[src/rtl/io_switch_debounce.sv]
// io_switch_debounce
// Front-end conditioner for the slide switches and the push-button.
// Each raw pin (sw[9:0] and key) is a separate channel. Every channel is
// brought into the io_clk domain through two flops and then debounced by a
// per-channel stability counter. A debounced key press toggles sub_mode.
//
// Build option: define IO_DEBOUNCE_EN to enable the stability counters.
// Without it, the counters are removed and each stable bit follows its
// synchroniser output on every edge. DB_CYCLES and CNT_W then have no effect.

module io_switch_debounce #(
  parameter int unsigned DB_CYCLES = 500000,
  parameter int unsigned CNT_W     = 19
) (
  input  logic        io_clk,
  input  logic        resetn,
  input  logic [9:0]  sw,
  input  logic        key,
  output logic [31:0] in_port0,
  output logic [31:0] in_port1,
  output logic [31:0] in_port_sub
);

  // Channel map: bits 9..0 are the switches and bit 10 is the key.
  localparam int unsigned    NCH     = 11;
  localparam int unsigned    KEY_IDX = 10;
  // Switches idle low. The key is active-low, so it idles high (released).
  localparam logic [NCH-1:0] RST_VAL = {1'b1, 10'b0};

  // Reject illegal parameter sets when the design is elaborated.
  if (DB_CYCLES < 2 || CNT_W < 1 ||
      (CNT_W < 32 && (64'd1 << CNT_W) < 64'(DB_CYCLES))) begin : g_bad_params
    $error("io_switch_debounce: DB_CYCLES must be >= 2 and fit in CNT_W bits");
  end

  logic [NCH-1:0] raw;
  logic [NCH-1:0] s1;
  logic [NCH-1:0] s2;
  logic [NCH-1:0] stable;
  logic [NCH-1:0] stable_nxt;
  logic           sub_mode;
  logic           press;

  assign raw = {key, sw};

  // Two-flop synchroniser for every channel.
  // NOTE: sequential state always uses non-blocking (<=) assignments. The
  // s2 <= s1 update then reads the value s1 held before this edge, which
  // gives a real two-stage chain instead of one collapsed flop.
  always_ff @(posedge io_clk or negedge resetn) begin
    if (!resetn) begin
      s1 <= RST_VAL;
      s2 <= RST_VAL;
    end else begin
      s1 <= raw;
      s2 <= s1;
    end
  end

`ifdef IO_DEBOUNCE_EN
  localparam logic [CNT_W-1:0] CNT_MAX = CNT_W'(DB_CYCLES - 1);

  logic [CNT_W-1:0] cnt     [NCH];
  logic [CNT_W-1:0] cnt_nxt [NCH];

  // Per-channel stability count.
  // A mismatch must persist for DB_CYCLES consecutive edges before it is
  // accepted. Any return to the stable level clears the count, so a bounce
  // restarts the full window. The count stops at CNT_MAX and never wraps.
  // NOTE: every signal written here gets a default value first. This means
  // that no path through the loop leaves a value unassigned, so no latch
  // is inferred.
  always_comb begin
    stable_nxt = stable;
    cnt_nxt    = cnt;
    for (int i = 0; i < NCH; i++) begin
      if (s2[i] == stable[i]) begin
        cnt_nxt[i] = '0;
      end else if (cnt[i] == CNT_MAX) begin
        stable_nxt[i] = s2[i];
        cnt_nxt[i]    = '0;
      end else begin
        cnt_nxt[i] = cnt[i] + CNT_W'(1);
      end
    end
  end

  // Counter registers. A mid-count reset clears them immediately.
  // NOTE: this counter array is reset explicitly, entry by entry. Each
  // entry is a small discrete register, not a RAM macro, and after reset
  // every window must restart from zero.
  always_ff @(posedge io_clk or negedge resetn) begin
    if (!resetn) begin
      for (int i = 0; i < NCH; i++) begin
        cnt[i] <= '0;
      end
    end else begin
      cnt <= cnt_nxt;
    end
  end
`else
  // Debounce bypass: the stable bits follow the synchroniser directly.
  always_comb begin
    stable_nxt = s2;
  end
`endif

  // Accepted (debounced) level of every channel.
  always_ff @(posedge io_clk or negedge resetn) begin
    if (!resetn) begin
      stable <= RST_VAL;
    end else begin
      stable <= stable_nxt;
    end
  end

  // A press is the edge on which the key's accepted level falls from 1 to 0.
  // A release has no effect on sub_mode.
  assign press = stable[KEY_IDX] & ~stable_nxt[KEY_IDX];

  // Add/sub mode bit. It toggles once for each accepted press.
  always_ff @(posedge io_clk or negedge resetn) begin
    if (!resetn) begin
      sub_mode <= 1'b0;
    end else if (press) begin
      sub_mode <= ~sub_mode;
    end
  end

  // Outputs are plain wiring from registers. There is no path from the pins.
  assign in_port0    = {27'b0, stable[4:0]};
  assign in_port1    = {27'b0, stable[9:5]};
  assign in_port_sub = {31'b0, sub_mode};

endmodule

[config.mk]
export PLATFORM = sky130hd
export DESIGN_NAME = io_switch_debounce
export DESIGN_NICKNAME = d
export VERILOG_FILES = /design/src/rtl/io_switch_debounce.sv
export SDC_FILE = /design/constraint.sdc
export NUM_CORES = 1
export LEC_CHECK = 0
export BUFFER_PORTS_ARGS = -buffer_cell sky130_fd_sc_hd__buf_2
export CAP_MARGIN = 20
export CORE_UTILIZATION = 28
export CTS_CLUSTER_SIZE = 24
export DETAILED_ROUTE_END_ITERATION = 16
export GPL_TIMING_DRIVEN = 0
export PLACE_DENSITY = 0.64
export SYNTH_ARGS = -nofsm -noshare
export SYNTH_HDL_FRONTEND = slang
export SYNTH_SLANG_ARGS = --single-unit
[constraint.sdc]
create_clock -name io_clk -period 0.8 [get_ports io_clk]
set_input_delay 0.08 -clock io_clk [delete_from_list [all_inputs] [get_ports io_clk]]
set_output_delay 0.08 -clock io_clk [all_outputs]
set_load 0.02 [all_outputs]
# Word-level counts from Yosys, hierarchy flattened
# Index checks and enable logic that the tools add are counted.
totals:
  register_bits: 34
  input_bits: 13
  output_inout_bits: 96
op_classes:
  bitwise: 3
ops:
  columns: ["operator", "n"]
  rows:
  - ["$not 1->1", 2]
  - ["$and 1x1->1", 1]

# Logic depth before layout (Yosys ltp)
logic_depth:
  depth_word: 2
  mapped_depth: 2
  mapped_depth_nobuf: 2

# Worst setup path before layout
# OpenSTA, ideal clock, no wires.
synth_path:
  kind: "register to register"
  from: "reg stable[10]"
  to: "reg sub_mode"
  setup_ns: 0.122
  t_arrival_ns: 0.688
  required_time_ns: 0.678
  setup_slack_ns: -0.010
  stages_incl_launch_ff: 3
  n_path_buf: 0
  path_cell_list: "dfstp_2 nand2b_4 xnor2_2"
synth_between:
  elab_chain_len: 1
synth_lines:
  columns: ["element", "line", "rtl"]
  rows:
  - ["start, declared", "39", "logic [NCH-1:0] stable;"]
  - ["start signal, assigned", "113", "stable <= stable_nxt;"]
  - ["$and 1x1->1", "119", "assign press = stable[KEY_IDX] & ~stable_nxt[KEY_IDX];"]
  - ["end signal, assigned", "126", "sub_mode <= ~sub_mode;"]
  - ["end, declared", "41", "logic sub_mode;"]
# No other way between the ends.
# A chain may end at the register's enable or synchronous reset.

# Worst setup path in the final report
layout_path:
  from: "reg sub_mode"
  to: "out in_port_sub[0]"
layout_lines:
  columns: ["element", "line", "rtl"]
  rows:
  - ["end, declared", "21", "output logic [31:0] in_port_sub"]
# No word-level cell between the ends.

==> flow_summary.ini <==
[outcome]
outcome = complete, but fails checks
failed_checks = hold timing, setup timing

[hold_path]
tightest_hold_check_type = in -> async

[setup_path]
crit_path_max_incr_delay_ps = 390
cp_data_required_time_ps = 720
path_buf_inv = 1
worst_setup_path_end_kind = primary output
path_cells = buf_6
cp_max_fo = 2
startpoint_type = register
critical_path_arrival_ps = 790
crit_type = reg -> out
critical_path_cell_count = 1
slowest_stage = sky130_fd_sc_hd__dfrtp_1
crit_family = flip-flops
r2r_cells = 2

[placed_design]
placement.io_buffers = 23
detailedPlace.worstSlack_ps = -18.5
number_of_placed_instances_with_taps_included = 312
detailed_place_hpwl_mm = 1.53
gpl.final_weighted_congestion = 0.602

[pwr]
power.share.combinational_pct = 25.4
pwr-share-clk_pct = 29.7
p_int_uw = 3020
static-leakage-power_uw = 0.00136
pwr-share-seq_pct = 45.0
power.switching_uw = 1160
swShare_pct = 27.7
power-per-cell-area_nw_per_um2 = 1790
worst_case_vdd_ir_drop_uv = 841

[global_routing]
grt_overflow = 0
antenna_found_initial = 0
grt_pass1_vias = 667
grt_first_pass_wirelength_mm = 2.92
grt_max_degree = 35
grtUsageTotal_pct = 6.41

[timing]
finClkSkew_ps = 3.31
slew-limit-headroom_pct = 52.8
worst_slack_ps = -69.7
fmaxAchievable_mhz = 1150
setup_violation_total_in_the_final_timing_report = 12
final_max_slew_viol_count = 0
fin_worst_hold_slack_ps = -145
rsz0062_at_grt = true
timing_hold_violations_final = 31
final.period_utilization_pct = 109
final.min_clock_period_ps = 870
worstMarginPinSlew_ps = 708

[drt]
drt_iter0_drc = 33
route.detailed.drc = 0
post_drt_wl_per_cell_um = 5.95
via_total_after_detailed_routing = 830
totalWireLength_mm = 1.91
detail_route.first_pass.iterations = 2
routed_antenna_nets = 0
via_per_inst = 2.59

[final_layout]
fillerInstances = 542
sequential_cell_area_um2 = 855
share_of_cells_above_drive_strength_1_pct = 49.0
multi_input_logic_area_um2 = 349
syn2layout_area_growth_pct = 44.7
final_cells = 321
design.final.nets = 261
antennaDiodeCount = 0

[floorplanning]
std_cell_rows = 27
chipWidth_um = 77.8
full_die_area_um2 = 6050
ioPinCount = 109
initial_utilization_pct = 29.2
die_extent_in_y_um = 77.8
fp.coreArea_um2 = 5510

[yosys]
ys.warnings.count = 0
mappedNetlistArea_um2 = 1610
synth_largest_area_cell = sky130_fd_sc_hd__dfrtp_1
yosys.cell_types.count = 6
top_cells_by_area_in_the_synthesized_netlist = sky130_fd_sc_hd__dfrtp_1 48%, sky130_fd_sc_hd__buf_4 45%, sky130_fd_sc_hd__dfstp_2 4.9%, sky130_fd_sc_hd__xnor2_2 1.0%, sky130_fd_sc_hd__nand2b_4 0.86%
synth_common_cells = 96 x sky130_fd_sc_hd__buf_4, 31 x sky130_fd_sc_hd__dfrtp_1, 3 x sky130_fd_sc_hd__dfstp_2
synthArstFlopShare_pct = 100
yosysTopAreaCellShare_pct = 48.2
synth.ff_latch_count = 34
yosysMostFrequentCell = sky130_fd_sc_hd__buf_4
post_synth.cell_area_avg_um2 = 12.1
syn_inst = 133
ys_seq_area_share_pct = 53.1
synth_ff_type = sky130_fd_sc_hd__dfrtp_1
count_of_flip_flops_with_a_built_in_enable_after_synthesis = 0

[clock_network]
post_cts_hold_buffer_count = 11
clock_tree.root_cell = sky130_fd_sc_hd__clkbuf_8
maximum_buffer_depth_of_the_clock_tree = 2
cts_tree = yes
numCtsBuffers = 5
clock_input_transition_at_the_sequential_cells_of_the_worst_setup_and_hold_paths_ps = 60
clkSinkCount = 34
ctsHtreeMaxLevel = 2
clock_latency_ps = 270

[flow_run]
timing.max_cap.violations = 0
[placed cells by master, fill, tap and decap left out, drive strengths merged]
cell / count
clkinvlp: 1
dfstp: 3
dlygate4sd3: 11
conb: 85
buf: 109
xnor2: 1
dfrtp: 31
clkbuf: 6
nand2b: 1
clkinv: 1
[final timing paths]
check | from | to | slack [ps]
max | sub_mode | in_port_sub[0] | -70
min | resetn | s1[6] | -150
max reg2reg | stable[10] | sub_mode | -30
min reg2reg | s2[0] | stable[0] | 350
max in group asynchronous | resetn | sub_mode | 490
min in group io_clk | s2[0] | stable[0] | 350
[power groups by stage]
stage               registers [µW]  logic (µW)  clock network, µW
global route                  1890        1140               1370
floorplan                     1910         852                  0
global placement              1910         955                  0
CTS                           1880        1050               1290
detailed placement            1920         958                  0
finish                        1880        1060               1240
[metal layers]
metal / part of all wire (%) / wire (µm) / up-vias / track usage [%]
met3: 11 / 216 / 4 / 2.00
met5: 0 / 0 / - / 0
li1: - / - / 446 / -
met2: 56 / 1070 / 51 / 12.2
met4: 2.5 / 48 / 0 / 5.09
met1: 30 / 574 / 329 / 5.37
[cell type report]
| type | instances | share of cell area [%] |
|---|---|---|
| sequential | 34 | 36.7 |
| buffer | 85 | 27.4 |
| multi-input combinational | 87 | 15.0 |
| timing repair buffer | 35 | 13.0 |
| tap | 72 | 3.87 |
| clock buffer | 6 | 3.55 |
| clock inverter | 2 | 0.537 |
[timing repair]
action | CTS | global route
gates resized for setup | 22 | 0
buffers inserted | 1 | 0
endpoints found under the hold margin | 42 | 31
endpoints found under the setup margin | 12 | 12
[cells by family (layout without fill, tap and decap cells)]
kind of cell              count (synthesis)  count (layout)  share of synthesized area (%)
xor gates and xnor gates                  1               1                           1.01
other                                     1              85                          0.233
and+or+nand+nor                           1               1                          0.855
buffers and inverters                    96             128                           44.8
DFF                                      34              34                           53.1
[through the flow]
stage | power [µW] | util, % | setup TNS (ps) | instance area (µm²)
2_1_floorplan | 2760 | - | -9.98 | 1920
3_3_place_gp | 2870 | 38.7 | -13.6 | 2130
3_5_place_dp | 2880 | 38.7 | -18.5 | 2130
4_1_cts | 4220 | 42.3 | -792 | 2330
5_1_grt | 4400 | 42.3 | -1020 | 2330
6_report | 4180 | 42.3 | -637 | 2330
[flip-flops by register name, summed over array words and instances, names as in the netlist]
signal,count
s1,11
s2,11
stable,11
sub_mode,1
Note: power is estimated with default switching activity, not from simulation.
